## config.mk

```make
export PLATFORM = sky130hd
export DESIGN_NAME = i2ss_rx
export DESIGN_NICKNAME = d
export VERILOG_FILES = /design/src/rtl/i2s_pkg.sv /design/src/rtl/i2ss_rx_sync_edge.sv /design/src/rtl/i2ss_rx.sv
export SDC_FILE = /design/constraint.sdc
export NUM_CORES = 1
export LEC_CHECK = 0
export CAP_MARGIN = 20
export CORE_MARGIN = 5
export CORE_UTILIZATION = 52
export DETAILED_ROUTE_END_ITERATION = 8
export DONT_BUFFER_PORTS = 1
export PLACE_DENSITY = 0.72
export SYNTH_ARGS = -nofsm -noshare
export SYNTH_HDL_FRONTEND = slang
export SYNTH_SLANG_ARGS = --single-unit
export TNS_END_PERCENT = 100
```

## constraint.sdc

```tcl
create_clock -name clk -period 3.05 [get_ports clk]
set_clock_uncertainty 0.1 [all_clocks]
set_input_delay 0.61 -clock clk [delete_from_list [all_inputs] [get_ports clk]]
set_output_delay 0.61 -clock clk [all_outputs]
set_load 0.05 [all_outputs]
```

## src/rtl/i2s_pkg.sv

```systemverilog
// Shared I2S definitions: channel encoding used by both the transmitter and
// the receiver, plus the receiver's frame-tracking state type.
package i2s_pkg;

    // Word-select encoding on lrclk.
    typedef enum logic {
        LEFT  = 1'b0,
        RIGHT = 1'b1
    } i2s_ch_t;

    // Receiver framing state: idle until the first left MSB, then alternating.
    typedef enum logic [1:0] {
        ST_IDLE  = 2'd0,
        ST_LEFT  = 2'd1,
        ST_RIGHT = 2'd2
    } rx_state_t;

endpackage

```

## src/rtl/i2ss_rx_sync_edge.sv

```systemverilog
// Multi-stage synchronizer for a group of asynchronous lines. One line
// (edge_in) additionally gets a registered rising-edge strobe; the other
// lines are only synchronized so they stay aligned with that strobe.
module sync_edge #(
    parameter int W           = 1,
    parameter int SYNC_STAGES = 2
) (
    input  logic         clk,
    input  logic         rst,
    input  logic         edge_in,
    input  logic [W-1:0] d,
    output logic [W-1:0] q,
    output logic         rise
);

    // Lane W carries edge_in, lanes W-1..0 carry d.
    logic [W:0] stage_reg [SYNC_STAGES];
    logic [W:0] last_s;
    logic       prev_reg;
    logic       rise_reg;

    generate
        for (genvar gi = 0; gi < SYNC_STAGES; gi++) begin : g_stage
            if (gi == 0) begin : g_first
                // First stage captures the raw asynchronous pins.
                always_ff @(posedge clk or negedge rst) begin
                    if (!rst) stage_reg[gi] <= '0;
                    else      stage_reg[gi] <= {edge_in, d};
                end
            end else begin : g_next
                // Later stages resolve metastability.
                always_ff @(posedge clk or negedge rst) begin
                    if (!rst) stage_reg[gi] <= '0;
                    else      stage_reg[gi] <= stage_reg[gi-1];
                end
            end
        end
    endgenerate

    assign last_s = stage_reg[SYNC_STAGES-1];
    assign q      = last_s[W-1:0];

    // Registered rising-edge detect on the synchronized edge line.
    always_ff @(posedge clk or negedge rst) begin
        if (!rst) begin
            prev_reg <= 1'b0;
            rise_reg <= 1'b0;
        end else begin
            prev_reg <= last_s[W];
            rise_reg <= last_s[W] & ~prev_reg;
        end
    end

    assign rise = rise_reg;

endmodule

```

## src/rtl/i2ss_rx.sv

```systemverilog
// I2S slave receiver: oversamples the bus in the clk domain, deserializes
// standard I2S (one-bit delayed, MSB first) left/right words of DW bits and
// hands each complete stereo frame out through a one-deep valid/ready holding
// register with a sticky overrun flag.
module i2ss_rx
    import i2s_pkg::*;
#(
    parameter int DW          = 24,
    parameter int SYNC_STAGES = 2
) (
    input  logic          clk,
    input  logic          rst,
    input  logic          sclk,
    input  logic          lrclk,
    input  logic          sdi,
    output logic          o_valid,
    input  logic          o_ready,
    output logic [DW-1:0] l_sample,
    output logic [DW-1:0] r_sample,
    output logic          overrun
);

    localparam int CW = $clog2(DW + 1);
    localparam logic [CW-1:0] DW_C   = CW'(DW);
    localparam logic [CW-1:0] LAST_C = CW'(DW - 1);

    logic [1:0]    data_s;
    logic          lrclk_s, sdi_s, bit_stb;
    logic          ws_d1_reg, ws_d2_reg;
    logic [CW-1:0] cnt_reg, cnt_next, bit_idx;
    logic [DW-1:0] shift_reg, word_next;
    logic [DW-1:0] l_hold_reg, l_hold_next;
    rx_state_t     state_reg, state_next;
    i2s_ch_t       ch;
    logic          msb, last_bit, committed;
    logic          frame_done;
    logic [DW-1:0] frame_r;
    logic          o_valid_reg, overrun_reg;
    logic [DW-1:0] l_out_reg, r_out_reg;

    sync_edge #(.W(2), .SYNC_STAGES(SYNC_STAGES)) u_sync (
        .clk     (clk),
        .rst     (rst),
        .edge_in (sclk),
        .d       ({sdi, lrclk}),
        .q       (data_s),
        .rise    (bit_stb)
    );

    assign lrclk_s = data_s[0];
    assign sdi_s   = data_s[1];

    // The bit on this strobe belongs to the channel seen one sclk earlier.
    assign ch        = i2s_ch_t'(ws_d1_reg);
    assign msb       = ws_d1_reg ^ ws_d2_reg;
    assign bit_idx   = msb ? '0 : cnt_reg;
    assign last_bit  = (bit_idx == LAST_C);
    assign committed = (cnt_reg == DW_C);

    // Word after inserting the current bit; bits past DW fall off the end.
    always_comb begin
        word_next = msb ? '0 : shift_reg;
        for (int i = 0; i < DW; i++) begin
            if (bit_idx == CW'(DW - 1 - i)) word_next[i] = sdi_s;
        end
        cnt_next = cnt_reg;
        if (msb)                 cnt_next = CW'(1);
        else if (cnt_reg < DW_C) cnt_next = cnt_reg + CW'(1);
    end

    // Bus-side shift state, advanced only on sclk rising edges.
    always_ff @(posedge clk or negedge rst) begin
        if (!rst) begin
            ws_d1_reg  <= 1'b0;
            ws_d2_reg  <= 1'b0;
            cnt_reg    <= '0;
            shift_reg  <= '0;
            l_hold_reg <= '0;
            state_reg  <= ST_IDLE;
        end else begin
            if (bit_stb) begin
                ws_d2_reg <= ws_d1_reg;
                ws_d1_reg <= lrclk_s;
                cnt_reg   <= cnt_next;
                shift_reg <= word_next;
            end
            l_hold_reg <= l_hold_next;
            state_reg  <= state_next;
        end
    end

    // Framing FSM: decides when a left word is latched and a frame completes.
    // A short slot is closed by the opposite channel's MSB using the word
    // accumulated so far (unreceived LSBs remain zero).
    always_comb begin
        state_next  = state_reg;
        l_hold_next = l_hold_reg;
        frame_done  = 1'b0;
        frame_r     = word_next;
        if (bit_stb) begin
            unique case (state_reg)
                ST_IDLE: begin
                    if (msb && ch == LEFT) state_next = ST_LEFT;
                end
                ST_LEFT: begin
                    if (ch == LEFT && last_bit) l_hold_next = word_next;
                    if (msb && ch == RIGHT) begin
                        if (!committed) l_hold_next = shift_reg;
                        state_next = ST_RIGHT;
                    end
                end
                ST_RIGHT: begin
                    if (ch == RIGHT && last_bit) frame_done = 1'b1;
                    if (msb && ch == LEFT) begin
                        if (!committed) begin
                            frame_done = 1'b1;
                            frame_r    = shift_reg;
                        end
                        state_next = ST_LEFT;
                    end
                end
                default: state_next = ST_IDLE;
            endcase
        end
    end

    // One-deep output holding register with drop-on-full and sticky overrun.
    always_ff @(posedge clk or negedge rst) begin
        if (!rst) begin
            o_valid_reg <= 1'b0;
            l_out_reg   <= '0;
            r_out_reg   <= '0;
            overrun_reg <= 1'b0;
        end else begin
            if (frame_done && (!o_valid_reg || o_ready)) begin
                o_valid_reg <= 1'b1;
                l_out_reg   <= l_hold_next;
                r_out_reg   <= frame_r;
            end else begin
                if (frame_done)             overrun_reg <= 1'b1;
                if (o_valid_reg && o_ready) o_valid_reg <= 1'b0;
            end
        end
    end

    assign o_valid  = o_valid_reg;
    assign l_sample = l_out_reg;
    assign r_sample = r_out_reg;
    assign overrun  = overrun_reg;

endmodule

```

## Word level (Yosys, flattened, before mapping)

Cells that the tools add are included.

- Flip-flop bits (word level): 115
- Output and inout bits: 50

- Add/sub/neg operators: 1
- $lt $le $gt $ge: 1
- Eq/ne operators: 28
- Multiplexer cells: 47
- Bitwise logic cells: 5
- Reductions and logical operators: 16

Operators with widths:

| kind | number |
|---|---|
| 24-bit two-way mux | 10 |
| 5-bit == test, second input constant | 9 |
| 5-bit by 4-bit == test with 1-bit output, second input constant | 8 |
| 1-bit two-way mux | 31 |
| 5-bit by 3-bit == test with 1-bit output, second input constant | 4 |
| 5-bit two-way mux | 3 |
| 5-bit by 2-bit == test with 1-bit output, second input constant | 2 |
| 1-bit logical AND | 6 |
| 5-bit by 1-bit adder with 5-bit output, second input constant | 1 |
| 5-bit by 1-bit == test with 1-bit output, second input constant | 1 |
| 5-bit logical NOT | 1 |
| 5-bit < comparator, second input constant | 1 |
| 2-bit two-way mux | 2 |
| 2-bit one-hot mux with 2 select lines | 1 |
| 2-bit AND reduction | 2 |
| 2-bit nonzero test | 2 |
| 1-bit NOT | 3 |
| 3-bit AND reduction | 1 |
| 2-bit by 1-bit == test with 1-bit output, second input constant | 1 |
| 2-bit == test, second input constant | 1 |
| 2-bit logical NOT | 1 |
| 2-bit by 1-bit != test with 1-bit output, second input constant | 1 |
| 2-bit != test, second input constant | 1 |
| 2-bit OR reduction | 1 |
| other kinds (4) | 4 |

## Longest topological paths before layout

Gate-level depths: netlist of run 1.

- Word-level depth: 12
- Mapped depth: 8
- Depth with buffers taken out: 6

## Cells and area by module

Synthesis of run 1 repeated with hierarchy kept, for this count alone.

- Cell total of the unflattened synthesis: 601
- Area total of the unflattened synthesis: 5913.2 um^2

Modules (own cells, without submodules):

| module | times used | cells each | area each (um^2) | sequential area each (um^2) |
|---|---|---|---|---|
| i2ss_rx | 1 | 590 | 5684.2 | 2677.6 |
| sync_edge | 1 | 11 | 229.0 | 200.2 |

## Worst setup path after synthesis of run 1

Ideal clock, no wire load.

- Path type: flip-flop to flip-flop
- Start point: register ws_d1_reg, in the netlist ch
- End point: register l_out_reg[11], in the netlist l_sample[11]
- Arrival time: 1907 ps
- Required time: 2816 ps
- Slack: 909 ps
- Stages on the path, launching flop included: 8
- Path buffers: 2
- Clock period less this slack: 2141 ps
- Cells stage by stage: dfrtp_1 -> ha_1 -> and4b_1 -> buf_4 -> a32oi_4 -> buf_6 -> a221oi_2 -> a31oi_1

- Word-level cells in the longest chain between the ends: 10
- Elaborated cells on any way between the ends: 22
- Those cells by class: 2 x eq/ne; 13 x mux; 2 x bitwise; 5 x reduce/logical

RTL lines:

| item | RTL line | text |
|---|---|---|
| start, declared | i2ss_rx.sv:29 | `logic ws_d1_reg, ws_d2_reg;` |
| start signal, assigned | i2ss_rx.sv:83 | `ws_d1_reg <= lrclk_s;` |
| 1-bit XOR | i2ss_rx.sv:55 | `assign msb = ws_d1_reg ^ ws_d2_reg;` |
| 5-bit two-way mux | i2ss_rx.sv:56 | `assign bit_idx = msb ? '0 : cnt_reg;` |
| 5-bit == test | i2ss_rx.sv:57 | `assign last_bit = (bit_idx == LAST_C);` |
| 1-bit logical AND | i2ss_rx.sv:113 | `if (ch == RIGHT && last_bit) frame_done = 1'b1;` |
| 1-bit two-way mux | i2ss_rx.sv:113 |  |
| 1-bit two-way mux | i2ss_rx.sv:115 | `if (!committed) begin` |
| 1-bit two-way mux | i2ss_rx.sv:114 | `if (msb && ch == LEFT) begin` |
| 1-bit two-way mux | i2ss_rx.sv:101 | `unique case (state_reg)` |
| 1-bit two-way mux | i2ss_rx.sv:100 | `if (bit_stb) begin` |
| 1-bit logical AND | i2ss_rx.sv:135 | `if (frame_done && (!o_valid_reg \|\| o_ready)) begin` |
| end signal, assigned | i2ss_rx.sv:137 | `l_out_reg <= l_hold_next;` |
| end, declared | i2ss_rx.sv:39 | `logic [DW-1:0] l_out_reg, r_out_reg;` |

Several ways; a longest one is shown, not always the timed one.
A chain may end at the register's enable or synchronous reset.

## Final worst setup path of run 1

- Start point: register ws_d1_reg, in the netlist ch
- End point: register r_out_reg[17], in the netlist r_sample[17]

- Word-level cells in the longest chain between the ends: 10
- Elaborated cells on any way between the ends: 19
- Those cells by class: 2 x eq/ne; 12 x mux; 2 x bitwise; 3 x reduce/logical

RTL lines:

| item | RTL line | text |
|---|---|---|
| 1-bit XOR | i2ss_rx.sv:55 |  |
| 5-bit two-way mux | i2ss_rx.sv:56 |  |
| 5-bit == test | i2ss_rx.sv:57 |  |
| 1-bit logical AND | i2ss_rx.sv:113 |  |
| 1-bit two-way mux | i2ss_rx.sv:113 |  |
| 1-bit two-way mux | i2ss_rx.sv:115 |  |
| 1-bit two-way mux | i2ss_rx.sv:114 |  |
| 1-bit two-way mux | i2ss_rx.sv:101 |  |
| 1-bit two-way mux | i2ss_rx.sv:100 |  |
| 1-bit logical AND | i2ss_rx.sv:135 |  |
| end signal, assigned | i2ss_rx.sv:138 | `r_out_reg <= frame_r;` |
| end, declared | i2ss_rx.sv:39 |  |

Several ways; a longest one is shown, not always the timed one.

==> results.ini, run 1 <==
[finish]
area_delta_synth_final_pct=10.7
num_antenna_cells=0
most-common-layout-cells=115 x dfrtp_1, 80 x o21ai_0, 33 x nand2_1
drive_above_1_share_pct=15.1
layout_commonest_cell=dfrtp_1
layout.nets=598
final_util_pct=58.3

[global_routing]
grt_use_met3_pct=6.74
gr-max-usage-layer=met2
grt.met1_usage_pct=32.7
grt_max_degree=116
grt_pass1_wl_um=26400
grt_pass1_vias=4856
grt_util_all_layers_pct=25.5
overflow=0
antenna_found_initial=0
use_met2_pct=40.9

[pwr]
seqPwrFrac_pct=44.7
clkPwrFrac_pct=36.6
power_switching_w=0.00187
p_comb_share_pct=18.7
leakagePower_nw=2.77
swShare_pct=36.2
ir_drop_mv=0.383
power_density_nw_per_um2=782
internal_power_w=0.00329

[clock_network]
cts_buffers=17
cts_buffer_depth=2
htree_levels=4
cts_tree=built
clkSinkCount=115
cts-root-buf=clkbuf_16
clk_latency_ps=420
clkSlewWorstSetupHoldPaths_ps=50

[die]
dieHeight_um=117
die_area_um2=13700
ioPinCount=56
die_w_um=117
start_util_pct=52.7
core.rowCount=39
core_region_area_um2=11300

[place]
portBuffers=0
place_hpwl_um=9810
preCtsSetupSlack_ps=561
gp_congestion=0.871

[synthesis]
synth-compound-area-share_pct=30.0
synth_top_family_by_area=compound AO/OA/AOI/OAI gates
synth_ff_type=dfrtp_1
ys_types=52
ys_ff_latch=115
synth-adder-area-share_pct=0.839
synthesis.nets=608
synth_edf_count=0
yosys_warnings=0
synth_area_um2=5970
async_reset_ff_share_pct=100
synth-seq-area-share_pct=48.2
postSynthCellCount=598
muxShareOfSynthArea_pct=0
yosys.area_share.simple_pct=14.5
avgSynthCellArea_um2=9.98
synth_xor_area_share_pct=0

[drt]
drt_iter0_drc=558
drt-total-wl_um=16200
drtPass1Iterations=5
wl_per_cell_um=21.8
drc=0
antenna_left=0
vias=4884
vias_per_cell=6.56

[outcome]
violations=hold timing
status=finished, violations left

[critical_path]
crit_type=flip-flop to flip-flop
crit_fanout=25
end_kind=flip-flop
start_kind=flip-flop
crit_required_ps=3260
cp_data_arrival_time_ps=2720

[timing]
slew_viol_final=0
period_minus_slack_ps=2510
setup_slack_ps=537
fin_crit_sh_pct=82.4
hold_viol=115
tightest_slew_ps=826
fmax_mhz=398
tns_ps=0
fin_hold_ws_ps=-211
worst_slew_margin_rel_pct=44.7
rsz0062_at_grt=no
setup-violations-final=0

[min_path]
holdCritPathClass=primary input to async pin

[run]
maxCapViolations=0

-- kinds of logic after synthesis --
| logic type | Yosys count |
|---|---|
| simple gates | 155 |
| buf+inv | 82 |
| flops | 115 |
| compound gates | 242 |
| fa+ha+maj | 4 |
-- worst max-delay path, cell delays in order (launching register included) --
cell	delay [ps]
dfrtp_1	460
ha_1	330
and4b_1	470
a32o_2	290
nand2_2	340
o31ai_1	400
-- metal layers --
layer / wire length (um) / vias to the layer above
li1: - / 2209
met1: 6680 / 2449
met2: 7980 / 201
met3: 1240 / 25
met4: 344 / 0
met5: 0 / -
-- synthesized netlist by cell type (all sizes together) (24+ instances only) --
master	instances	share of area, %
a21oi	29	2.4
a31oi	24	2.5
and3	24	2.5
buf	27	3.0
dfrtp	115	48
inv	32	2.0
nand2	34	2.2
nor2	29	1.8
o21ai	84	7.0
-- metrics by stage --
step                instance area [um^2]  power, W  instances
floorplan                           5970   0.00299        598
global placement                    6040   0.00324        712
detailed placement                  6040   0.00327        712
CTS                                 6600   0.00518        744
global route                        6600   0.00539        744
finish                              6600   0.00516        744
-- layout make-up --
cell class                 instances  area (um^2)
clock buffer                      28          517
tap                              143          179
sequential                       115         2880
timing repair buffer              21          158
multi-input combinational        401         2710
clock inverter                     4         45.0
inverter                          32          120
fill                             927         4720
-- power by group through the flow --
stage	Combinational, W	Sequential (W)	Clock [W]
floorplan	0.000756	0.00223	0
global placement	0.000917	0.00232	0
detailed placement	0.000939	0.00233	0
CTS	0.000953	0.00231	0.00191
global route	0.00105	0.00234	0.00199
finish	0.000966	0.00231	0.00189
-- final timing paths --
kind	from	slack, ps	depth (start not counted)	end
worst max-delay path	ch	540	5	r_sample[17]
worst min-delay path	rst	-210	0	u_sync.stage_reg[5]
worst max register to register	ch	540	5	r_sample[17]
worst min register to register	u_sync.stage_reg[5]	240	0	u_sync.last_s[2]
max in group asynchronous	rst	2790	0	r_sample[13]
min in group clk	lrclk	110	0	u_sync.stage_reg[3]
-- timing repair --
| action | in CTS | in global routing |
|---|---|---|
| hold endpoints to repair | 115 | 115 |
| gates resized for setup | 0 | 0 |
| buffers inserted | 0 | 0 |
(Power assumes the default switching activity.)
==> run 2, diff against run 1 <==
--- a/config.mk
+++ b/config.mk
@@ -10,7 +10,7 @@
 export CORE_UTILIZATION = 52
 export DETAILED_ROUTE_END_ITERATION = 8
 export DONT_BUFFER_PORTS = 1
-export PLACE_DENSITY = 0.72
+export PLACE_DENSITY = 0.75
 export SYNTH_ARGS = -nofsm -noshare
 export SYNTH_HDL_FRONTEND = slang
 export SYNTH_SLANG_ARGS = --single-unit
==> constraint.sdc (replaced) <==
create_clock -name clk -period 2.3 [get_ports clk]
set_clock_uncertainty 0.1 [all_clocks]
set_input_delay 0.46 -clock clk [delete_from_list [all_inputs] [get_ports clk]]
set_output_delay 0.46 -clock clk [all_outputs]
set_load 0.05 [all_outputs]
==> run 2 against run 1 <==
The run still ends with hold timing left. Power grew 39%. Design area increased by 4.6%. Non-clock buffer count rose by 28. Wire length barely moved. Core utilization is 2.7 points higher. Count of clock-buffer cells in the layout shrank 6. Global-route usage decreased by 0.063 points. First-iteration DRC count decreased by 22%. Sequential power up 30%. Critical endpoint is now r_sample[7].
==> results.ini, run 2 (synthesized netlist as in run 1, its figures left out) <==
[critical_path]
crit_type=flip-flop to flip-flop
crit_required_ps=2520  ; -740 ps
cp_data_arrival_time_ps=2440  ; -280 ps
timing.reg2reg.setup_slack_ps=80  ; -460 ps
crit-reg2reg-capture=r_sample[7]
timing.rr.start=ws_d2_reg
crit_fanout=12  ; -52%
start_kind=flip-flop
reg2reg_depth=7  ; +2
end_kind=flip-flop

[die]
start_util_pct=52.7  ; unchanged
die_area_um2=13700  ; unchanged
core.rowCount=39  ; unchanged
dieHeight_um=117  ; unchanged
die_w_um=117  ; unchanged
core_region_area_um2=11300  ; unchanged
ioPinCount=56  ; unchanged

[timing]
period_minus_slack_ps=2220  ; -293 ps
worst_slew_margin_rel_pct=52.5  ; +7.8 points
rsz0062_at_grt=yes
fmax_mhz=450  ; +13%
fin_hold_ws_ps=-360  ; -150 ps
hold_viol=115  ; unchanged
fin_crit_sh_pct=96.5  ; +14 points
slew_viol_final=0  ; unchanged
tns_ps=0  ; unchanged
setup-violations-final=0  ; unchanged
setup_slack_ps=79.5  ; -457 ps
tightest_slew_ps=713  ; -113 ps

[clock_network]
hold_buffers=3
cts_buffers=17  ; unchanged
cts-root-buf=clkbuf_16
clkSinkCount=115  ; unchanged
cts_setup_buffers=0  ; unchanged
cts_tree=built
cts_buffer_depth=2  ; unchanged
htree_levels=4  ; unchanged
clk_latency_ps=420  ; about the same
clkSlewWorstSetupHoldPaths_ps=50  ; about the same

[min_path]
holdCritPathClass=primary input to async pin

[drt]
drt-total-wl_um=16300  ; about the same
wl_per_cell_um=21.1  ; -3.5%
drtPass1Iterations=7  ; +2
drt_iter0_drc=438  ; -22%
vias=4987  ; +2.1%
vias_per_cell=6.46  ; -1.6%
drc=0  ; unchanged
antenna_left=0  ; unchanged

[outcome]
status=finished, violations left
violations=hold timing

[finish]
num_antenna_cells=0  ; unchanged
num-fill-cells=903  ; -2.6%
area_delta_synth_final_pct=15.8
layout.nets=626  ; +4.7%
most-common-layout-cells=115 x dfrtp_1, 80 x o21ai_0, 45 x buf_4
layout_commonest_cell=dfrtp_1
drive_above_1_share_pct=20.0  ; +4.9 points

[place]
gp_congestion=0.911  ; +4.5%
preCtsSetupSlack_ps=130  ; -431 ps
place_hpwl_um=10900  ; +11%
portBuffers=0  ; unchanged

[global_routing]
antenna_found_initial=0  ; unchanged
overflow=0  ; unchanged
grt_util_all_layers_pct=25.4  ; -0.063 points
grt_pass1_vias=4969  ; +2.3%
grt_max_degree=116  ; unchanged
grt_pass1_wl_um=26400  ; about the same

[pwr]
ir_drop_mv=0.642  ; +68%
power_density_nw_per_um2=1040  ; +33%
leakagePower_nw=2.93  ; +5.7%

[run]
maxCapViolations=0  ; unchanged

[run 2: changes by cell type in the layout (fill, tap and decap cells not counted), moves of 2 or more]
cell           previous run  this run
clkbuf_1                  6         2
clkinv_2                  3         5
a211oi_2                  3         6
a211oi_1                 20        17
bufinv_16                 1         3
clkinvlp_4                0         2
buf_4                    21        45
dlygate4sd3_1             0         3
clkbuf_8                  5         3
[run 2: power by group]
part / internal, W / leakage, nW / switching (W)
clock network: 0.00178 / 0.296 / 0.000916
logic: 0.000565 / 1.19 / 0.000922
registers: 0.00230 / 1.45 / 0.000701
[run 2: worst max-delay path by stage]
stage | startpoint | endpoint | slack, ps | cells after the start
after floorplan | ch | l_sample[11] | 160 | 7
after global placement | ws_d2_reg | r_sample[10] | 220 | 7
after detailed placement | ws_d2_reg | r_sample[7] | 130 | 7
after CTS | ws_d2_reg | r_sample[7] | 110 | 7
after global routing | ws_d2_reg | r_sample[6] | -60 | 7
final | ws_d2_reg | r_sample[7] | 80 | 7
[run 2: critical path, cell delays in order, from the launching register on]
cell      delay (ps)
dfrtp_1          340
inv_1             60
ha_1             300
buf_4            190
and4bb_1         320
a211oi_1         460
nor3_1           120
o31ai_1          220
[run 2: timing repair]
item	CTS	global route
endpoints found under the setup margin	0	32
endpoints found under the hold margin	118	115
gates resized for setup	0	8
[run 2: stage by stage]
| stage | power [W] | cells | hold slack, ps | area (um^2) | utilization [%] |
|---|---|---|---|---|---|
| 2_1_floorplan | 0.00396 | 598 | 64.4 | 5970 | - |
| 5_1_grt | 0.00748 | 772 | -383 | 6910 | 61.0 |
| 6_report | 0.00718 | 772 | -360 | 6910 | 61.0 |
| 3_3_place_gp | 0.00440 | 737 | 68.6 | 6230 | 55.0 |
| 3_5_place_dp | 0.00447 | 737 | 68.9 | 6230 | 55.0 |
| 4_1_cts | 0.00717 | 772 | -375 | 6860 | 60.6 |
[run 2: area by class of cell]
| class | instances | area [um^2] | area share (%) |
|---|---|---|---|
| Clock buffer | 22 | 474 | 6.87 |
| Inverter | 32 | 120 | 1.74 |
| Clock inverter | 10 | 130 | 1.88 |
| Tap cell | 143 | 179 | 2.59 |
| Multi-Input combinational cell | 401 | 2750 | 39.8 |
| Timing Repair Buffer | 49 | 379 | 5.49 |
| Sequential cell | 115 | 2880 | 41.7 |
[run 2: per-layer routing]
metal / global-route usage [%] / vias up / part of all wire (%)
met5: 0 / - / 0
met4: 11.4 / 0 / 2.4
met3: 6.94 / 33 / 6.6
met2: 40.4 / 200 / 49
met1: 32.6 / 2481 / 42
li1: - / 2273 / -
